[src/rtl/serial_borrow_8_bit_subtractor.sv]
// serial_borrow_8_bit_subtractor
// Bit-serial subtractor computing {bout,d} = a - b - bin. It processes one bit
// per clock, LSB first, through a single full-subtractor cell and a registered
// borrow. A start/busy/done handshake frames each WIDTH-cycle operation.
// Optional feature macro: SUB_OVF_EN adds the registered signed-overflow
// output ovf.
module serial_borrow_8_bit_subtractor #(
   parameter int WIDTH = 8
) (
   input  logic             clk,
   input  logic             rst,
   input  logic             start,
   input  logic [WIDTH-1:0] a,
   input  logic [WIDTH-1:0] b,
   input  logic             bin,
   output logic             busy,
   output logic             done,
   output logic [WIDTH-1:0] d,
`ifdef SUB_OVF_EN
   output logic             ovf,
`endif
   output logic             bout
);

   localparam int CW = $clog2(WIDTH);
   localparam logic [CW-1:0] LAST = CW'(WIDTH - 1);

   typedef enum logic [1:0] {
      IDLE  = 2'd0,
      SHIFT = 2'd1,
      DONE  = 2'd2
   } state_t;

   state_t           state_reg, state_next;
   logic [WIDTH-1:0] sa_reg, sb_reg;
   logic             br_reg;
   logic [CW-1:0]    cnt_reg;
   // Only the upper WIDTH-1 bits of the working difference need storage.
   // The newest bit is supplied combinationally at completion.
   logic [WIDTH-2:0] wr_reg;

   logic             x_bit, diff_bit, br_next, last_bit;
   logic [WIDTH-1:0] wr_full;

   // Full-subtractor cell on the current LSBs and the running borrow
   assign x_bit    = sa_reg[0] ^ sb_reg[0];
   assign diff_bit = x_bit ^ br_reg;
   assign br_next  = (~sa_reg[0] & sb_reg[0]) | (~x_bit & br_reg);
   assign last_bit = (cnt_reg == LAST);
   // Working register with the new diff bit shifted in at the MSB
   assign wr_full  = {diff_bit, wr_reg};

   assign busy = (state_reg == SHIFT);
   assign done = (state_reg == DONE);

   // State register
   always_ff @(posedge clk or posedge rst) begin
      if (rst) begin
         state_reg <= IDLE;
      end else begin
         state_reg <= state_next;
      end
   end

   // Next-state logic: IDLE -> SHIFT on start, SHIFT -> DONE after the last bit, DONE -> IDLE
   always_comb begin
      state_next = state_reg;
      case (state_reg)
         IDLE:    if (start) state_next = SHIFT;
         SHIFT:   if (last_bit) state_next = DONE;
         DONE:    state_next = IDLE;
         default: state_next = IDLE;
      endcase
   end

   // Operand capture, bit-serial shifting and result registration at completion
   always_ff @(posedge clk or posedge rst) begin
      if (rst) begin
         sa_reg  <= '0;
         sb_reg  <= '0;
         br_reg  <= 1'b0;
         cnt_reg <= '0;
         wr_reg  <= '0;
         d       <= '0;
         bout    <= 1'b0;
`ifdef SUB_OVF_EN
         ovf     <= 1'b0;
`endif
      end else begin
         case (state_reg)
            IDLE: begin
               if (start) begin
                  sa_reg  <= a;
                  sb_reg  <= b;
                  br_reg  <= bin;
                  cnt_reg <= '0;
                  wr_reg  <= '0;
               end
            end
            SHIFT: begin
               sa_reg  <= sa_reg >> 1;
               sb_reg  <= sb_reg >> 1;
               br_reg  <= br_next;
               wr_reg  <= wr_full[WIDTH-1:1];
               cnt_reg <= cnt_reg + CW'(1);
               if (last_bit) begin
                  d    <= wr_full;
                  bout <= br_next;
`ifdef SUB_OVF_EN
                  // Borrow into the MSB differs from borrow out of it
                  ovf  <= br_reg ^ br_next;
`endif
               end
            end
            default: ;
         endcase
      end
   end

endmodule

[config.mk]
export PLATFORM = sky130hd
export DESIGN_NAME = serial_borrow_8_bit_subtractor
export DESIGN_NICKNAME = d
export VERILOG_FILES = /design/src/rtl/serial_borrow_8_bit_subtractor.sv
export SDC_FILE = /design/constraint.sdc
export NUM_CORES = 1
export LEC_CHECK = 0
export CORE_AREA = 2 2 63 65
export CTS_CLUSTER_DIAMETER = 60
export DETAILED_ROUTE_END_ITERATION = 6
export DIE_AREA = 0 0 65 67
export GPL_TIMING_DRIVEN = 0
export PLACE_DENSITY = 0.73
export SYNTH_ARGS = -nofsm -noshare
export SYNTH_HDL_FRONTEND = slang
export SYNTH_SLANG_ARGS = --single-unit
[constraint.sdc]
create_clock -name clk -period 2.2 [get_ports clk]
set_input_delay 0.44 -clock clk [delete_from_list [all_inputs] [get_ports clk]]
set_output_delay 0.44 -clock clk [all_outputs]
set_load 0.02 [all_outputs]
==> flow_summary.ini <==
[route]
viasPerCell = 5.44
drt_iter0_markers = 82
drc = 0
wl_per_cell_um = 14.7
drt_first_pass_iters = 4
vias = 1224
drtAntennaViolNets = 0
wirelength_mm = 3.31

[setup_path]
crit_type = reg -> out
crit_path_end_kind = output port
cpMaxStageDelayCell = dfrtp_1
cp.required_ns = 1.76
crit_path_max_fanout = 10
path_cells = buf_6, buf_2, nor2b_1, dlygate4sd2_1
startpoint = state_reg[1]
critical-path-max-stage-delay_ns = 0.40
worstPathArrival_ns = 1.56
critPathBufInv = 3
crit_family = buffers and inverters
timing.rr.start = cnt_reg[0]
start_kind = flop

[logic_synthesis]
syn-cell-area_um2 = 1760
ys_ff_latch = 38
synth_fp_nets = 162
synth-seq-area-share = 0.541
avgSynthCellArea_um2 = 12.6
syn_inst = 139
ys_warn_count = 0
ys_types = 23

[timing]
fin_tns_setup_ns = 0
skew_ns = 0.00395
fin_crit_ns = 2.00
fmax_ghz = 0.499
whs_ns = 0.507
setup_viol = 0
tightest_slew_ns = 0.786
drv_slew = 0
hold_viol = 0
max_slew_margin = 0.475
min_period_over_period = 0.911
setup_ws_ns = 0.197
rsz0062_at_grt = false

[grt]
grt_pass1_wl_mm = 5.81
antenna_found_initial = 0
grt_start_max_net_pins = 39
grt_usage = 0.178
grt_pass1_vias = 1246
overflow = 0

[die]
core-area_um2 = 3610
core.rowCount = 22
initial_core_util = 0.488
die_x_um = 65
io_pins = 31
dieArea_um2 = 4360
die_h_um = 67

[final_layout]
syn_to_final_growth_pct = 25.6
insertedDiodeCount = 0
nNetsFinal = 199
layout_common_cells = dfrtp_1 (38), clkdlybuf4s50_1 (28), inv_1 (17), nor4b_1 (15), a221oi_1 (13)
mostFrequentLayoutCell = dfrtp_1
drive_gt1_frac = 0.169
fillers = 302
stdcell_area_um2 = 2210

[placed_design]
port_buffers = 30
dpl.hpwl_mm = 2.30
routabilityCongestion = 0.774
post-place-ws_ns = 0.243
dpl-instance-area_um2 = 2120

[clock_network]
h-tree-depth = 2
cts_tree = yes
clock_sinks = 38
cts.clk_slew.worst_paths_ns = 0.07
cts.path.max_buffers = 2
cts-root-buf = clkbuf_8
cts_buffers = 5
worstSkewPairLatency_ns = 0.29
postCtsSetupBuffers = 0

[power]
power_mw = 3.01
vdd_drop_max_mv = 0.438
p_leak_nw = 1.03
power_density_nw_per_um2 = 1360

[job]
cap_violations = 0

[hold_path]
min-delay-start = wr_reg[0]
hold_path.class = reg -> reg

[outcome]
status = complete, no violations
[per-stage QoR]
step | std cells | util
finish | 225 | 0.612
global route | 225 | 0.612
CTS | 225 | 0.612
detailed placement | 217 | 0.587
global placement | 217 | 0.587
floorplan | 139 | -
[Yosys cell counts]
master     n  area share
nand3b_1   1      0.0043
mux2_4     8       0.068
clkbuf_1   1      0.0021
buf_2      4       0.011
nor3b_1    2      0.0085
fa_1       1       0.011
a221oi_2   1      0.0085
a221oi_1  13       0.065
dfrtp_1   38        0.54
nor2_1     8       0.017
nor2b_1    2      0.0071
o21bai_2   1      0.0064
mux2i_1    1      0.0057
inv_1     18       0.038
nand2b_1   2      0.0071
a211oi_1   1      0.0043
ha_1       2       0.014
nor4b_1   15       0.075
buf_6      5       0.032
a21oi_1    1      0.0028
a22o_1    11       0.055
buf_4      2      0.0085
mux2_2     1      0.0064
[final cells by class]
class,instances,area (um^2),share of cell area
inverter,18,67.6,0.0306
multi-input combinational,71,644,0.292
tap,48,60.1,0.0272
buffer,12,95.1,0.0431
sequential,38,951,0.431
clock inverter,1,5.00,0.00227
timing repair buffer,30,298,0.135
clock buffer,7,86.3,0.0391
[layer usage]
layer,GRT usage,share of wire,vias to the layer above
li1,-,-,581
met1,0.233,0.46,601
met2,0.289,0.47,35
met3,0.0304,0.049,7
met4,0.0851,0.018,0
met5,0,0,-
[cell families after synthesis]
logic type	after synthesis	synth area share
mux	10	0.0804
compound gates	28	0.142
flops	38	0.541
fa+ha+maj	3	0.0256
buf+inv	30	0.0925
simple gates	30	0.119
[report_power, final]
part           total [mW]  internal (mW)  leakage, nW  switching (mW)
registers            1.20           1.02        0.462           0.175
logic                1.32          0.699        0.517           0.624
clock network       0.489          0.253       0.0482           0.237
total                3.01           1.98         1.03            1.03
[worst paths after layout]
| kind | end | slack (ns) | cells after the start |
|---|---|---|---|
| setup reg to reg | d[5] | 0.70 | 5 |
| max in group asynchronous | cnt_reg[1] | 1.08 | 2 |
| hold reg to reg | wr_reg[0] | 0.51 | 1 |
| min in group asynchronous | d[7] | 0.62 | 2 |
| setup / recovery | done | 0.20 | 4 |
| hold / removal | wr_reg[0] | 0.51 | 1 |
[what timing repair did]
item | CTS | global route
gates resized for setup | 2 | 0
setup endpoints to repair | 2 | 0
hold buffers | 0 | 0
Note: power is estimated with default switching activity, not from simulation.
